File: src/rtl/alu_issue_stage_pkg.sv
// Shared constants for the ALU issue stage: ALU opcode and RV32I field defines, payload type.
// Also provides the funct3 -> ALU opcode helper used by the decoder.
`ifndef ALU_ISSUE_STAGE_DEFS
`define ALU_ISSUE_STAGE_DEFS
`define ADD  6'd0
`define SUB  6'd1
`define SLL  6'd2
`define SLT  6'd3
`define SLTU 6'd4
`define XOR  6'd5
`define SRL  6'd6
`define SRA  6'd7
`define OR   6'd8
`define AND  6'd9
`define OPC_OP     7'b0110011
`define OPC_OP_IMM 7'b0010011
`define OPC_LUI    7'b0110111
`define OPC_AUIPC  7'b0010111
`define F7_BASE    7'b0000000
`define F7_ALT     7'b0100000
`define F3_ADD_SUB 3'b000
`define F3_SLL     3'b001
`define F3_SLT     3'b010
`define F3_SLTU    3'b011
`define F3_XOR     3'b100
`define F3_SRL_SRA 3'b101
`define F3_OR      3'b110
`define F3_AND     3'b111
`endif

package alu_issue_stage_pkg;

    localparam int unsigned XLEN = 32;
    localparam int unsigned OP_W = 6;

    localparam logic [OP_W-1:0] ALU_ADD  = `ADD;
    localparam logic [OP_W-1:0] ALU_SUB  = `SUB;
    localparam logic [OP_W-1:0] ALU_SLL  = `SLL;
    localparam logic [OP_W-1:0] ALU_SLT  = `SLT;
    localparam logic [OP_W-1:0] ALU_SLTU = `SLTU;
    localparam logic [OP_W-1:0] ALU_XOR  = `XOR;
    localparam logic [OP_W-1:0] ALU_SRL  = `SRL;
    localparam logic [OP_W-1:0] ALU_SRA  = `SRA;
    localparam logic [OP_W-1:0] ALU_OR   = `OR;
    localparam logic [OP_W-1:0] ALU_AND  = `AND;

    typedef struct packed {
        logic [OP_W-1:0] alu_op;
        logic [XLEN-1:0] a;
        logic [XLEN-1:0] b;
        logic [4:0]      rd;
        logic            rd_we;
        logic            illegal;
    } issue_t;

    // Base (funct7=0) mapping shared by OP and OP-IMM.
    function automatic logic [OP_W-1:0] f3_to_op(input logic [2:0] f3);
        logic [OP_W-1:0] op;
        case (f3)
            `F3_ADD_SUB: op = ALU_ADD;
            `F3_SLL:     op = ALU_SLL;
            `F3_SLT:     op = ALU_SLT;
            `F3_SLTU:    op = ALU_SLTU;
            `F3_XOR:     op = ALU_XOR;
            `F3_SRL_SRA: op = ALU_SRL;
            `F3_OR:      op = ALU_OR;
            default:     op = ALU_AND;
        endcase
        return op;
    endfunction

endpackage

File: src/rtl/alu_issue_stage_if.sv
// Upstream/downstream handshake bundle for alu_issue_stage.
// master = fetch/ALU environment side, slave = the issue stage.
interface alu_issue_stage_if;
    logic        in_valid;
    logic        in_ready;
    logic [31:0] in_instr;
    logic [31:0] in_pc;
    logic [4:0]  rs1_addr;
    logic [4:0]  rs2_addr;
    logic [31:0] rs1_data;
    logic [31:0] rs2_data;
    logic        out_valid;
    logic        out_ready;
    logic [5:0]  out_alu_op;
    logic [31:0] out_a;
    logic [31:0] out_b;
    logic [4:0]  out_rd;
    logic        out_rd_we;
    logic        out_illegal;

    modport master (
        output in_valid, in_instr, in_pc, rs1_data, rs2_data, out_ready,
        input  in_ready, rs1_addr, rs2_addr, out_valid, out_alu_op, out_a, out_b, out_rd,
               out_rd_we, out_illegal
    );

    modport slave (
        input  in_valid, in_instr, in_pc, rs1_data, rs2_data, out_ready,
        output in_ready, rs1_addr, rs2_addr, out_valid, out_alu_op, out_a, out_b, out_rd,
               out_rd_we, out_illegal
    );
endinterface

File: src/rtl/alu_issue_stage_decode.sv
// rv32i_alu_decode: combinational RV32I OP/OP-IMM/LUI/AUIPC decode into an ALU issue payload.
// DECODE_ILLEGAL_TRAP_EN: illegal entries are normalised to ADD 0,0 so they can issue as traps.
module rv32i_alu_decode
    import alu_issue_stage_pkg::*;
(
    input  logic [31:0] i_instr,
    input  logic [31:0] i_pc,
    input  logic [31:0] i_rs1_data,
    input  logic [31:0] i_rs2_data,
    output logic [4:0]  o_rs1_addr,
    output logic [4:0]  o_rs2_addr,
    output issue_t      o_issue
);

    logic [6:0]  w_opcode;
    logic [6:0]  w_funct7;
    logic [2:0]  w_funct3;
    logic [31:0] w_imm_i;
    logic [31:0] w_imm_u;
    logic [31:0] w_shamt;
    logic        w_legal;
    issue_t      w_raw;

    assign w_opcode   = i_instr[6:0];
    assign w_funct3   = i_instr[14:12];
    assign w_funct7   = i_instr[31:25];
    assign w_imm_i    = {{20{i_instr[31]}}, i_instr[31:20]};
    assign w_imm_u    = {i_instr[31:12], 12'b0};
    assign w_shamt    = {27'b0, i_instr[24:20]};
    assign o_rs1_addr = i_instr[19:15];
    assign o_rs2_addr = i_instr[24:20];

    always_comb begin
        w_raw    = '0;
        w_raw.rd = i_instr[11:7];
        w_legal  = 1'b0;
        case (w_opcode)
            `OPC_OP: begin
                w_raw.a = i_rs1_data;
                w_raw.b = i_rs2_data;
                if (w_funct7 == `F7_BASE) begin
                    w_legal      = 1'b1;
                    w_raw.alu_op = f3_to_op(w_funct3);
                end else if (w_funct7 == `F7_ALT && w_funct3 == `F3_ADD_SUB) begin
                    w_legal      = 1'b1;
                    w_raw.alu_op = ALU_SUB;
                end else if (w_funct7 == `F7_ALT && w_funct3 == `F3_SRL_SRA) begin
                    w_legal      = 1'b1;
                    w_raw.alu_op = ALU_SRA;
                end
            end
            `OPC_OP_IMM: begin
                w_raw.a      = i_rs1_data;
                w_raw.b      = w_imm_i;
                w_raw.alu_op = f3_to_op(w_funct3);
                w_legal      = 1'b1;
                // Shift-immediates reuse imm[11:5] as funct7.
                if (w_funct3 == `F3_SLL || w_funct3 == `F3_SRL_SRA) begin
                    w_raw.b = w_shamt;
                    if (w_funct7 == `F7_ALT && w_funct3 == `F3_SRL_SRA) begin
                        w_raw.alu_op = ALU_SRA;
                    end else if (w_funct7 != `F7_BASE) begin
                        w_legal = 1'b0;
                    end
                end
            end
            `OPC_LUI: begin
                w_raw.alu_op = ALU_ADD;
                w_raw.b      = w_imm_u;
                w_legal      = 1'b1;
            end
            `OPC_AUIPC: begin
                w_raw.alu_op = ALU_ADD;
                w_raw.a      = i_pc;
                w_raw.b      = w_imm_u;
                w_legal      = 1'b1;
            end
            default: begin
            end
        endcase
        w_raw.rd_we   = w_legal && (w_raw.rd != 5'd0);
        w_raw.illegal = !w_legal;
    end

`ifdef DECODE_ILLEGAL_TRAP_EN
    always_comb begin
        o_issue = w_raw;
        if (!w_legal) begin
            o_issue.alu_op = ALU_ADD;
            o_issue.a      = '0;
            o_issue.b      = '0;
        end
    end
`else
    assign o_issue = w_raw;
`endif

endmodule

File: src/rtl/alu_issue_stage.sv
// ALU issue stage: decode plus an output register backed by one skid register (2 entries).
// DECODE_ILLEGAL_TRAP_EN selects issuing illegal instructions as traps instead of dropping them.
module alu_issue_stage
    import alu_issue_stage_pkg::*;
(
    input logic          clk,
    input logic          rst,
    input logic          flush,
    alu_issue_stage_if.slave bus
);

    issue_t     w_dec;
    issue_t     w_entry;
    logic       w_keep;
    logic       w_in_fire;
    logic       w_out_fire;
    logic [4:0] w_rs1_addr;
    logic [4:0] w_rs2_addr;

    issue_t r_out;
    issue_t r_skid;
    logic   r_out_valid;
    logic   r_skid_valid;
    issue_t w_out_d;
    issue_t w_skid_d;
    logic   w_out_valid_d;
    logic   w_skid_valid_d;

    rv32i_alu_decode u_decode (
        .i_instr    (bus.in_instr),
        .i_pc       (bus.in_pc),
        .i_rs1_data (bus.rs1_data),
        .i_rs2_data (bus.rs2_data),
        .o_rs1_addr (w_rs1_addr),
        .o_rs2_addr (w_rs2_addr),
        .o_issue    (w_dec)
    );

`ifdef DECODE_ILLEGAL_TRAP_EN
    assign w_entry = w_dec;
    assign w_keep  = 1'b1;
`else
    // Illegal entries are consumed upstream but never occupy a slot.
    always_comb begin
        w_entry         = w_dec;
        w_entry.illegal = 1'b0;
    end
    assign w_keep = !w_dec.illegal;
`endif

    assign w_in_fire  = bus.in_valid && !r_skid_valid;
    assign w_out_fire = r_out_valid && bus.out_ready;

    always_comb begin
        w_out_d        = r_out;
        w_skid_d       = r_skid;
        w_out_valid_d  = r_out_valid;
        w_skid_valid_d = r_skid_valid;
        if (flush) begin
            w_out_valid_d  = 1'b0;
            w_skid_valid_d = 1'b0;
        end else if (!r_out_valid || w_out_fire) begin
            // Skid holds the older entry; while it is full nothing is accepted.
            if (r_skid_valid) begin
                w_out_d        = r_skid;
                w_out_valid_d  = 1'b1;
                w_skid_valid_d = 1'b0;
            end else if (w_in_fire && w_keep) begin
                w_out_d       = w_entry;
                w_out_valid_d = 1'b1;
            end else begin
                w_out_valid_d = 1'b0;
            end
        end else if (w_in_fire && w_keep) begin
            w_skid_d       = w_entry;
            w_skid_valid_d = 1'b1;
        end
    end

    always_ff @(posedge clk) begin
        if (rst) begin
            r_out        <= '0;
            r_skid       <= '0;
            r_out_valid  <= 1'b0;
            r_skid_valid <= 1'b0;
        end else begin
            r_out        <= w_out_d;
            r_skid       <= w_skid_d;
            r_out_valid  <= w_out_valid_d;
            r_skid_valid <= w_skid_valid_d;
        end
    end

    assign bus.in_ready    = !r_skid_valid;
    assign bus.rs1_addr    = w_rs1_addr;
    assign bus.rs2_addr    = w_rs2_addr;
    assign bus.out_valid   = r_out_valid;
    assign bus.out_alu_op  = r_out.alu_op;
    assign bus.out_a       = r_out.a;
    assign bus.out_b       = r_out.b;
    assign bus.out_rd      = r_out.rd;
    assign bus.out_rd_we   = r_out.rd_we;
    assign bus.out_illegal = r_out.illegal;

endmodule
File: src/flat_wrapper.sv
// flat-port wrapper written by rule: the top's interface ports become plain ports
module alu_issue_stage_flat import alu_issue_stage_pkg::*;
  (clk, rst, flush, bus_in_valid, bus_in_instr, bus_in_pc, bus_rs1_data, bus_rs2_data, bus_out_ready, bus_in_ready, bus_rs1_addr, bus_rs2_addr, bus_out_valid, bus_out_alu_op, bus_out_a, bus_out_b, bus_out_rd, bus_out_rd_we, bus_out_illegal);
  alu_issue_stage_if bus_i ();
  input logic clk;
  input logic rst;
  input logic flush;
  input wire logic [$bits(bus_i.in_valid)-1:0] bus_in_valid;
  input wire logic [$bits(bus_i.in_instr)-1:0] bus_in_instr;
  input wire logic [$bits(bus_i.in_pc)-1:0] bus_in_pc;
  input wire logic [$bits(bus_i.rs1_data)-1:0] bus_rs1_data;
  input wire logic [$bits(bus_i.rs2_data)-1:0] bus_rs2_data;
  input wire logic [$bits(bus_i.out_ready)-1:0] bus_out_ready;
  output wire logic [$bits(bus_i.in_ready)-1:0] bus_in_ready;
  output wire logic [$bits(bus_i.rs1_addr)-1:0] bus_rs1_addr;
  output wire logic [$bits(bus_i.rs2_addr)-1:0] bus_rs2_addr;
  output wire logic [$bits(bus_i.out_valid)-1:0] bus_out_valid;
  output wire logic [$bits(bus_i.out_alu_op)-1:0] bus_out_alu_op;
  output wire logic [$bits(bus_i.out_a)-1:0] bus_out_a;
  output wire logic [$bits(bus_i.out_b)-1:0] bus_out_b;
  output wire logic [$bits(bus_i.out_rd)-1:0] bus_out_rd;
  output wire logic [$bits(bus_i.out_rd_we)-1:0] bus_out_rd_we;
  output wire logic [$bits(bus_i.out_illegal)-1:0] bus_out_illegal;
  assign bus_i.in_valid = bus_in_valid;
  assign bus_i.in_instr = bus_in_instr;
  assign bus_i.in_pc = bus_in_pc;
  assign bus_i.rs1_data = bus_rs1_data;
  assign bus_i.rs2_data = bus_rs2_data;
  assign bus_i.out_ready = bus_out_ready;
  assign bus_in_ready = bus_i.in_ready;
  assign bus_rs1_addr = bus_i.rs1_addr;
  assign bus_rs2_addr = bus_i.rs2_addr;
  assign bus_out_valid = bus_i.out_valid;
  assign bus_out_alu_op = bus_i.out_alu_op;
  assign bus_out_a = bus_i.out_a;
  assign bus_out_b = bus_i.out_b;
  assign bus_out_rd = bus_i.out_rd;
  assign bus_out_rd_we = bus_i.out_rd_we;
  assign bus_out_illegal = bus_i.out_illegal;
  alu_issue_stage u_core (.clk(clk), .rst(rst), .flush(flush), .bus(bus_i));
endmodule
File: config.mk
export PLATFORM = sky130hd
export DESIGN_NAME = alu_issue_stage_flat
export DESIGN_NICKNAME = d
export VERILOG_FILES = /design/src/rtl/alu_issue_stage_pkg.sv /design/src/rtl/alu_issue_stage_if.sv /design/src/rtl/alu_issue_stage_decode.sv /design/src/rtl/alu_issue_stage.sv /design/src/flat_wrapper.sv
export SDC_FILE = /design/constraint.sdc
export NUM_CORES = 1
export LEC_CHECK = 0
export ABC_AREA = 1
export ABC_CLOCK_PERIOD_IN_PS = 2800
export CAP_MARGIN = 10
export CORE_UTILIZATION = 50
export CTS_BUF_LIST = sky130_fd_sc_hd__clkbuf_16
export CTS_CLUSTER_SIZE = 12
export DETAILED_ROUTE_END_ITERATION = 12
export GPL_TIMING_DRIVEN = 0
export PLACE_DENSITY = 0.78
export SLEW_MARGIN = 20
export SYNTH_ARGS = -nofsm -noshare
export SYNTH_HDL_FRONTEND = slang
export SYNTH_HIERARCHICAL = 1
export SYNTH_SLANG_ARGS = --single-unit
File: constraint.sdc
create_clock -name clk -period 2.8 [get_ports clk]
set_input_delay 0.56 -clock clk [delete_from_list [all_inputs] [get_ports clk]]
set_output_delay 0.56 -clock clk [all_outputs]
set_load 0.01 [all_outputs]
======== Word-level counts from Yosys, hierarchy flattened ========
Index checks and enable logic that the tools add are counted.
word-level totals
  bits in registers ....................... 155
  bits in latches ......................... 0
  bits in writable memories ............... 0
  ROM bits ................................ 0
  bits of input ports ..................... 133
  output and inout bits ................... 89
  word-level logic and storage cells ...... 68
  memories kept ........................... 0
operators by class
  add/sub/neg operators ................... 0
  $mul .................................... 0
  div/mod/pow operators ................... 0
  magnitude comparators ................... 0
  eq/ne operators ......................... 11
  shift operators ......................... 0
  multiplexer cells ....................... 21
  bitwise logic cells ..................... 2
  reductions and logical operators ........ 21
operator list
  cell                                                                   number
  77-bit 2-to-1 mux                                                      2
  32-bit one-hot mux with 3 select lines                                 1
  32-bit one-hot mux with 2 select lines                                 1
  32-bit 2-to-1 mux                                                      1
  4-bit one-hot mux with 7 select lines                                  1
  7-bit by 6-bit equality test with 1-bit output, second input constant  3
  7-bit by 5-bit equality test with 1-bit output, second input constant  2
  6-bit 2-to-1 mux                                                       2
  6-bit one-hot mux with 2 select lines                                  1
  3-bit equality test, second input constant                             3
  1-bit 2-to-1 mux                                                       8
  7-bit zero test                                                        1
  7-bit nonzero test                                                     1
  3-bit by 2-bit equality test with 1-bit output, second input constant  2
  1-bit logical AND                                                      6
  3-bit 2-to-1 mux                                                       2
  3-bit AND reduction                                                    2
  2-bit OR reduction                                                     3
  5-bit nonzero test                                                     1
  4-bit 2-to-1 mux                                                       1
  3-bit by 1-bit equality test with 1-bit output, second input constant  1
  3-bit zero test                                                        1
  1-bit one-hot mux with 3 select lines                                  1
  3-bit OR reduction                                                     1
  other kinds (4)                                                        7

======== Longest topological paths before layout ========
Gate-level depths: netlist (run 1).
  depth after elaboration ................. 9
  gate-level depth with buffers ........... 16
  gate-level depth less buffers ........... 15

======== Modules after synthesis ========
Netlist (run 1), hierarchy kept.
modules (own cells, without submodules)
  module            instances  cells each  area each (sq um)  sequential area each (sq um)
  alu_issue_stage   1          1252        7641.1             3083.0
  rv32i_alu_decode  1          274         1336.3             0.0

======== Worst setup path before layout (run 1) ========
No wires, ideal clock.
  path type ............................... input -> register
  start ................................... in bus_in_instr[4]
  end ..................................... reg u_core/r_skid[34] (netlist bit)
  setup time .............................. 113 ps
  arrival ................................. 2032 ps
  slack ................................... 655 ps
  cell stages on the path ................. 15
  cells stage by stage .................... inv_1 > nor2_4 > nand4_4 > nor2_4 > nand2_1 > nand3_1 > inv_1 > inv_1 > nand2_1 > nor2_1 > buf_4 > buf_4 > nand3_1 > nand2_1 > nor2_1
on the way
  word-level cells in the longest chain between the ends .. 5
RTL lines
  element                                                                                                           line                          RTL
  start: declaration                                                                                                flat_wrapper.sv:9             input wire logic [$bits(bus_i.in_instr)-1:0] bus_in_instr;
  7-bit by 5-bit equality test with 1-bit output or 7-bit by 6-bit equality test with 1-bit output (tied branches)  alu_issue_stage_decode.sv:37  case (w_opcode)
  2-bit OR reduction (no line)                                                                                      -
  1-bit one-hot mux with 3 select lines                                                                             alu_issue_stage_decode.sv:37
  1-bit logical AND                                                                                                 alu_issue_stage.sv:74         end else if (w_in_fire && w_keep) begin
  3-bit AND reduction (no line)                                                                                     -
  end signal: assignment                                                                                            alu_issue_stage.sv:88         r_skid <= w_skid_d;
  end: declaration                                                                                                  alu_issue_stage.sv:21         issue_t r_skid;
Several ways; a longest one is shown, not always the timed one.
A chain may end at the register's enable or synchronous reset.

======== Final worst setup path (run 1) ========
  start ................................... in bus_in_instr[4]
  end ..................................... reg u_core/r_skid[74] (netlist bit)
The elaborated chain is that of the path after synthesis.

==> metrics.md, run 1 <==
| Metric | Value |
|---|---|
| Core box area | 17400 um2 |
| I/O Buffers | 220 |
| Synth Area per Inst | 5.88 um2 |
| Syn Inst Count | 1526 |
| Starting DRT DRC Count | 743 |
| FMAX | 381 MHz |
| Post-Place Cells | 1972 |
| WP data required | 3.12 ns |
| Final setup viols | 0 |
| Post-synth top flop | dfxtp_1 |
| Largest net degree at the start of global routing | 17 |
| Clk pin slew, worst setup/hold paths | 0.06 ns |
| CTS root buf | clkbuf_16 |
| I/O pin cnt | 222 |
| Min-Delay Endpoint | u_core/bus.out_b[18]$_SDFFE_PP0P_ |
| HPWL after DPL | 20900 um |
| EDFF count, synth | 0 |
| Synth top area cells | dfxtp_1, nor2_1, nand2_1 |
| Initial antenna violation count | 0 |
| Pre-CTS setup slack | -0.636 ns |
| Die Width | 136 um |
| Type of origin of the critical path | input pin |
| WP data arrival | 2.95 ns |
| Count of different cell masters after synthesis | 24 |
| Vias per cell | 5.01 |
| Total CTS buffers | 17 |
| Main combinational cell family by area after synthesis | simple AND/OR/NAND/NOR gates |
| Overall Global Routing Usage | 30.7% |
| Power Dens Cells | 417 nW/um2 |
| Hold wc startpoint | u_core/bus.out_b[18]$_SDFFE_PP0P_ |
| Period utilisation layout | 93.8% |
| Num rows | 48 |
| Gr busiest metal | met2 |
| Hold WS | 0.477 ns |
| Final Cell Area | 12100 um2 |
| H-Tree Depth | 4 |
| Sequential area share after synthesis | 34.3% |
| Bufs and invs on worst path | 6 |
| Path depth of the worst reg2reg path | 6 |
| Multi-input gate area | 4460 um2 |
| Post-Synth Adder-Cell Area | 0% |
| Max Cap Viol | 0 |
| GP Congestion | 0.949 |
| CTS tree | built |
| Simple logic cell fraction of the synthesized area | 40.6% |
| Drc violations | 0 |
| Clock Tree Buf Depth | 2 |
| Ys async rst share | 0% |
| Reg2reg end | u_core/bus.out_a[14]$_SDFFE_PP0P_ |
| Ys Warns | 6 |
| DR vias | 10.1k |
| Wire length of the first global-routing pass | 44300 um |
| Max-slew headroom | 46.8% |
| Worst Hold Class | reg2reg |
| R2R Setup Slk | 1.07 ns |
| CP max FO | 10 |
| VDD IR max | 0.501 mV |
| Pleak | 5.63 nW |
| Die height | 136 um |
| Setup ws final | 0.174 ns |
| Layout cell share with drive strength beyond 1 | 7.24% |
| Final Hold Viols | 0 |
| Share of the synthesized area in the top cell type | 34.3% |
| Post-synthesis compound-gate area fraction | 8.77% |
| Post-Synth XOR/XNOR Area | 0% |
| GRT met1 Usage | 40.3% |
| Register area | 3080 um2 |
| Final WL | 28400 um |
| Antenna diode count | 0 |
| Clk sinks | 154 |
| Slew @ Worst Pin | 0.798 ns |
| First drt pass iteration count | 5 |
| CP top delay family | simple AND/OR/NAND/NOR gates |
| Worst r2r src | u_core/bus.out_valid$_SDFFE_PP0P_ |
| Area grow syn2layout | 34.8% |
| Setup Crit Path Kind | in2reg |
| Hold Buf Count CTS | 0 |
| CP peak stage delay | 0.45 ns |
| Grt total ovfl | 0 |
| Crit end category | flop |
| Yosys reg bits | 154 |
| Initial Util | 51.5% |
| Grt met3 use | 4.47% |
| Status | completed |
| Worst-skew pair later-pin latency | 0.43 ns |
| Post-route ant nets | 0 |
| Placed Area | 11500 um2 |
| Die ar. | 18500 um2 |
| Crit path cell chain | clkdlybuf4s50_1 > inv_1 > nor2_4 > nand4_4 > nor2_4 > nand2_1 > nand3_1 > inv_1 > inv_1 > nand2_1 > nor2_4 > buf_4 > buf_4 > nand3_1 > nand2_1 > nor2_1 |
| Synth area leader | dfxtp_1 |
| Post-layout net count | 1903 |
| Slew Limit Fails | 0 |
| Final min period | 2.63 ns |
| Mapped cell area | 8980 um2 |
| Final core utilization | 69.5% |
| Mux share of post-synthesis cell area | 0% |
| Clk_skew | 0.00688 ns |
| Fillers | 1662 |
| Final std cells w/o fill | 2006 |
| Met2 Track Usage GR | 49.9% |
| Slowest CP cell | clkdlybuf4s50_1 |
| Hold path depth | 2 |
| Vias in the first global route | 9071 |
| Drt wl/cell | 14.2 um |
per-stage QoR:
step                TNS, ns  power, mW
floorplan                 0       2.47
CTS                       0       5.06
detailed placement   -76.69       2.76
finish                    0       5.04
global route        -0.0687       5.19
global placement     -72.37       2.76
final cells by class:
type                       count  share of cell area (%)
clock buffer                  17                    3.52
timing repair buffer         224                    18.4
tap                          225                    2.33
clock inverter                13                    1.27
inverter                     213                    6.61
sequential                   154                    25.5
buffer                       120                    5.51
multi-input combinational   1040                    36.8
logic make-up after synthesis:
group | count (synthesis)
DFF | 154
and+or+nand+nor | 896
other | 2
AOI/OAI and AO/OA | 141
buffers and inverters | 333
where the power goes:
part	switching (mW)	internal [mW]
Sequential	0.00338	2.20
Combinational	0.249	0.274
Clock	0.937	1.38
repair_timing:
item                                    4_1_cts  5_1_grt
pin swaps                                     1        2
endpoints found under the hold margin         0        0
gates cloned                                  0        0
setup buffers                                 1        3
endpoints found under the setup margin      118      143
gates resized for setup                       1        9
layout by cell type, fill, tap and decap left out, types with 4 or more instances in the layout:
master           count
clkbuf_2             5
nand3_1            175
nand2_1            318
buf_6                6
clkbuf_16           17
nor2_4               6
clkbuf_1            23
o21ai_0             40
buf_1               18
buf_2               36
a21oi_1             78
dfxtp_1            154
inv_2                5
inv_1              208
o31ai_1              4
nor2_1             391
o211ai_1            14
clkdlybuf4s50_1    220
buf_4               36
per-layer routing:
| layer | routed length, um | up-vias |
|---|---|---|
| met5 | 0 | - |
| met4 | 837 | 0 |
| met3 | 1760 | 44 |
| met2 | 13200 | 347 |
| met1 | 12600 | 4548 |
| li1 | - | 5118 |
synth_stat cells, types with 2 or more instances:
cell,number
inv_2,5
o31ai_2,3
nand3_1,175
nand2_1,318
buf_6,5
nor3_1,3
o21ai_0,40
buf_1,23
o211ai_1,14
clkbuf_1,23
buf_4,32
nor2_4,5
conb_1,2
inv_1,208
o31ai_1,4
a21oi_1,78
nor2_1,392
dfxtp_1,154
buf_2,37
worst max path at each step:
stage / start / endpoint / slack [ns] / depth (start not counted)
floorplan: bus_in_instr[4] / u_core/r_skid[34]$_SDFFE_PP0P_ / 0.65 / 15
global route: bus_in_instr[13] / u_core/bus.out_b[25]$_SDFFE_PP0P_ / -0.02 / 16
global placement: bus_in_instr[4] / u_core/bus.out_valid$_SDFFE_PP0P_ / -0.57 / 15
finish: bus_in_instr[4] / u_core/r_skid[74]$_SDFFE_PP0P_ / 0.17 / 16
detailed placement: bus_in_instr[4] / u_core/bus.out_valid$_SDFFE_PP0P_ / -0.64 / 15
CTS: bus_in_instr[4] / u_core/r_skid[74]$_SDFFE_PP0P_ / 0.05 / 16
state kept, by name (all words and copies together) (netlist names):
register,count
u_core/bus.out_a,32
u_core/bus.out_alu_op,6
u_core/bus.out_b,32
u_core/bus.out_rd,5
u_core/bus.out_rd_we,1
u_core/bus.out_valid,1
u_core/r_skid,76
u_core/r_skid_valid,1
worst reg2reg max path: stages (launching register included):
cell and delay (ns):
dfxtp_1 0.35, a21oi_4 0.37, buf_2 0.43, buf_4 0.26
nand3_1 0.10, nand2_1 0.07, nor2_1 0.05
Note: power is estimated with default switching activity, not from simulation.
==> run 2: changes to the inputs <==
--- a/config.mk
+++ b/config.mk
@@ -7,15 +7,15 @@
 export LEC_CHECK = 0
 export ABC_AREA = 1
 export ABC_CLOCK_PERIOD_IN_PS = 2800
-export CAP_MARGIN = 10
-export CORE_UTILIZATION = 50
+export CAP_MARGIN = 25
+export CORE_MARGIN = 8
+export CORE_UTILIZATION = 48
 export CTS_BUF_LIST = sky130_fd_sc_hd__clkbuf_16
 export CTS_CLUSTER_SIZE = 12
 export DETAILED_ROUTE_END_ITERATION = 12
 export GPL_TIMING_DRIVEN = 0
-export PLACE_DENSITY = 0.78
+export PLACE_DENSITY = 0.77
 export SLEW_MARGIN = 20
 export SYNTH_ARGS = -nofsm -noshare
 export SYNTH_HDL_FRONTEND = slang
-export SYNTH_HIERARCHICAL = 1
 export SYNTH_SLANG_ARGS = --single-unit
==> run 2 against run 1 <==
Against the previous run:
- final cell count is 13% lower
- area after synthesis is 13% lower
- count of clock-buffer cells in the layout did not move
- via count is 14% lower
- die area is 12% higher
- register-to-register slack got worse by 0.16 ns
- fmax down 2.8%
- cell area fell by 11%
- critical path depth fell by 12
- largest cell class unchanged
==> metrics.md, run 2 <==
| Metric | Value |
|---|---|
| I/O Buffers | 217 |
| Placed Area | 10300 um2 |
| Slew @ Worst Pin | 0.638 ns |
| Core box area | 15900 um2 |
| CTS root buf | clkbuf_16 |
| Min-Delay Endpoint | u_core.r_skid[63]$_SDFFE_PP0P_ |
| Ys Warns | 0 |
| Share of the synthesized area in the top cell type | 38.3% |
| Post-route ant nets | 0 |
| Max FFs per register | 74 |
| Layout cell share with drive strength beyond 1 | 5.29% |
| Area grow syn2layout | 38.0% |
| Vias per cell | 4.95 |
| Largest net degree at the start of global routing | 17 |
| Reg2reg end | u_core.bus.out_b[30]$_SDFFE_PP0P_ |
| Hold wc startpoint | u_core.r_skid[63]$_SDFFE_PP0P_ |
| Setup ws final | 0.0985 ns |
| Synth area leader | dfxtp_1 |
| VDD IR max | 0.429 mV |
| Final WL | 26300 um |
| Overall Global Routing Usage | 25.1% |
| Synth top area cells | dfxtp_1, nand2_1, o21ai_0 |
| Most frequent cells in the layout | nand2_1, clkdlybuf4s50_1, inv_1, nor2_1 |
| WP data required | 2.24 ns |
| Mapped cell area | 7830 um2 |
| Starting DRT DRC Count | 709 |
| Clock Tree Buf Depth | 2 |
| I/O pin cnt | 222 |
| Antenna diode count | 0 |
| Post-layout total power | 4.58 mW |
| Drt wl/cell | 15.1 um |
| Grt total ovfl | 0 |
| Clk_skew | 0.00704 ns |
| Ys async rst share | 0% |
| Pre-CTS setup slack | -0.292 ns |
| Yosys reg bits | 150 |
| Setup Crit Path Kind | reg2out |
| Hold WS | 0.447 ns |
| Vias in the first global route | 8042 |
| Crit end category | output pin |
| Status | completed |
| Die ar. | 20700 um2 |
| Worst-skew pair later-pin latency | 0.42 ns |
| Syn Inst Count | 1280 |
| Synth Area per Inst | 6.12 um2 |
| Max-slew headroom | 57.4% |
| HPWL after DPL | 20400 um |
| Fillers | 1510 |
| DR vias | 8651 |
| Initial antenna violation count | 0 |
| Power Dens Cells | 423 nW/um2 |
| Path depth of the worst reg2reg path | 6 |
| Synth cell count leaders | nand2_1, inv_1, nor2_1 |
| Die Width | 144 um |
| Sequential area share after synthesis | 38.3% |
| H-Tree Depth | 4 |
| FMAX | 370 MHz |
| R2R Setup Slk | 0.91 ns |
| Type of origin of the critical path | flop |
| Total CTS buffers | 17 |
| Worst Hold Class | reg2reg |
| WP data arrival | 2.14 ns |
| Final Hold Viols | 0 |
| Initial Util | 49.1% |
| CP max FO | 10 |
| GP Congestion | 0.901 |
| CTS tree | built |
| RSZ-0062 raised after global routing | no |
| Period utilisation layout | 96.5% |
| First drt pass iteration count | 6 |
| Hold path depth | 2 |
| Largest Register | u_core.r_skid |
| Max Cap Viol | 0 |
| EDFF count, synth | 0 |
| Pleak | 4.81 nW |
| Drc violations | 0 |
| Final setup viols | 0 |
| Post-layout net count | 1651 |
| Commonest non-fill, non-tap cell in the layout | nand2_1 |
| Count of different cell masters after synthesis | 27 |
| Final Cell Area | 10800 um2 |
| Wire length of the first global-routing pass | 40500 um |
| Post-synth top flop | dfxtp_1 |
| Die height | 144 um |
| Final min period | 2.70 ns |
| Clk sinks | 150 |
| Slew Limit Fails | 0 |
| Hold Buf Count CTS | 0 |
| Cell with the most instances after synthesis | nand2_1 |
| Worst r2r src | u_core.r_skid_valid$_SDFFE_PP0P_ |
| Clk pin slew, worst setup/hold paths | 0.06 ns |
| Num rows | 46 |
[run 2: cell types whose count changed in the layout (fill, tap and decap cells not counted), moves of 14 or more]
cell,delta
clkbuf_1,+19
nor2_1,-222
nand3_1,-164
buf_1,-14
nand2_1,+68
buf_4,-22
buf_2,-18
o21ai_0,+110
[run 2: final cells by class]
class | count | area, um2 | share of cell area, %
Buffer | 85 | 447 | 4.13
Clock buffer | 17 | 425 | 3.94
Clock inverter | 14 | 81.3 | 0.753
Inverter | 206 | 773 | 7.16
Multi-Input combinational cell | 840 | 3630 | 33.6
Sequential cell | 150 | 3000 | 27.8
Tap cell | 216 | 270 | 2.50
Timing Repair Buffer | 218 | 2180 | 20.2
[run 2: through the flow]
| step | std cells | TNS, ns | util, % |
|---|---|---|---|
| 2_1_floorplan | 1282 | 0 | - |
| 3_3_place_gp | 1715 | -21.26 | 64.5 |
| 3_5_place_dp | 1715 | -25.21 | 64.5 |
| 4_1_cts | 1745 | 0 | 67.7 |
| 5_1_grt | 1746 | 0 | 67.8 |
| 6_report | 1746 | 0 | 67.8 |
[run 2: how the worst max path moves through the flow]
stage | from | end | slack, ns | cells past startpoint
after global routing | u_core.r_skid_valid$_SDFFE_PP0P_ | bus_in_ready | 0.001 | 4
after floorplan | bus_in_instr[4] | u_core.bus.out_a[24]$_SDFFE_PP0P_ | 0.74 | 15
after global placement | bus_in_instr[0] | u_core.bus.out_b[6]$_SDFFE_PP0P_ | -0.28 | 16
after CTS | u_core.r_skid_valid$_SDFFE_PP0P_ | bus_in_ready | 0.09 | 4
after detailed placement | bus_in_instr[0] | u_core.bus.out_b[6]$_SDFFE_PP0P_ | -0.29 | 16
final | u_core.r_skid_valid$_SDFFE_PP0P_ | bus_in_ready | 0.1 | 4
[run 2: worst max-delay path: stages (launching register included)]
cell             delay [ns]
dfxtp_1                0.42
inv_2                  0.20
buf_2                  0.26
clkbuf_4               0.25
clkdlybuf4s50_1        0.58
[run 2: what timing repair did]
action,CTS,global route
pin swaps,0,2
gates resized for setup,4,3
buffers inserted,0,1
setup endpoints to repair,1,39
[run 2: cell families after synthesis]
logic type | Yosys count | share of synthesized area (%)
multiplexers | 2 | 0.256
AND/OR/NAND/NOR | 589 | 29.6
other | 1 | 0.0479
buffers and inverters | 292 | 15.6
AO/OA/AOI/OAI | 246 | 16.2
flip-flops | 150 | 38.3
[run 2: layer usage]
| metal | GRT usage [%] | wire length (um) |
|---|---|---|
| met5 | 0 | 0 |
| met4 | 7.58 | 471 |
| met3 | 8.33 | 3070 |
| met2 | 42.0 | 12100 |
| met1 | 29.8 | 10700 |
[run 2: report_power, final]
| group | switching (mW) | internal, mW | leakage, nW | total, mW |
|---|---|---|---|---|
| clock network | 0.859 | 1.17 | 0.271 | 2.03 |
| registers | 0.00321 | 2.14 | 1.21 | 2.14 |
| logic | 0.170 | 0.228 | 3.33 | 0.398 |
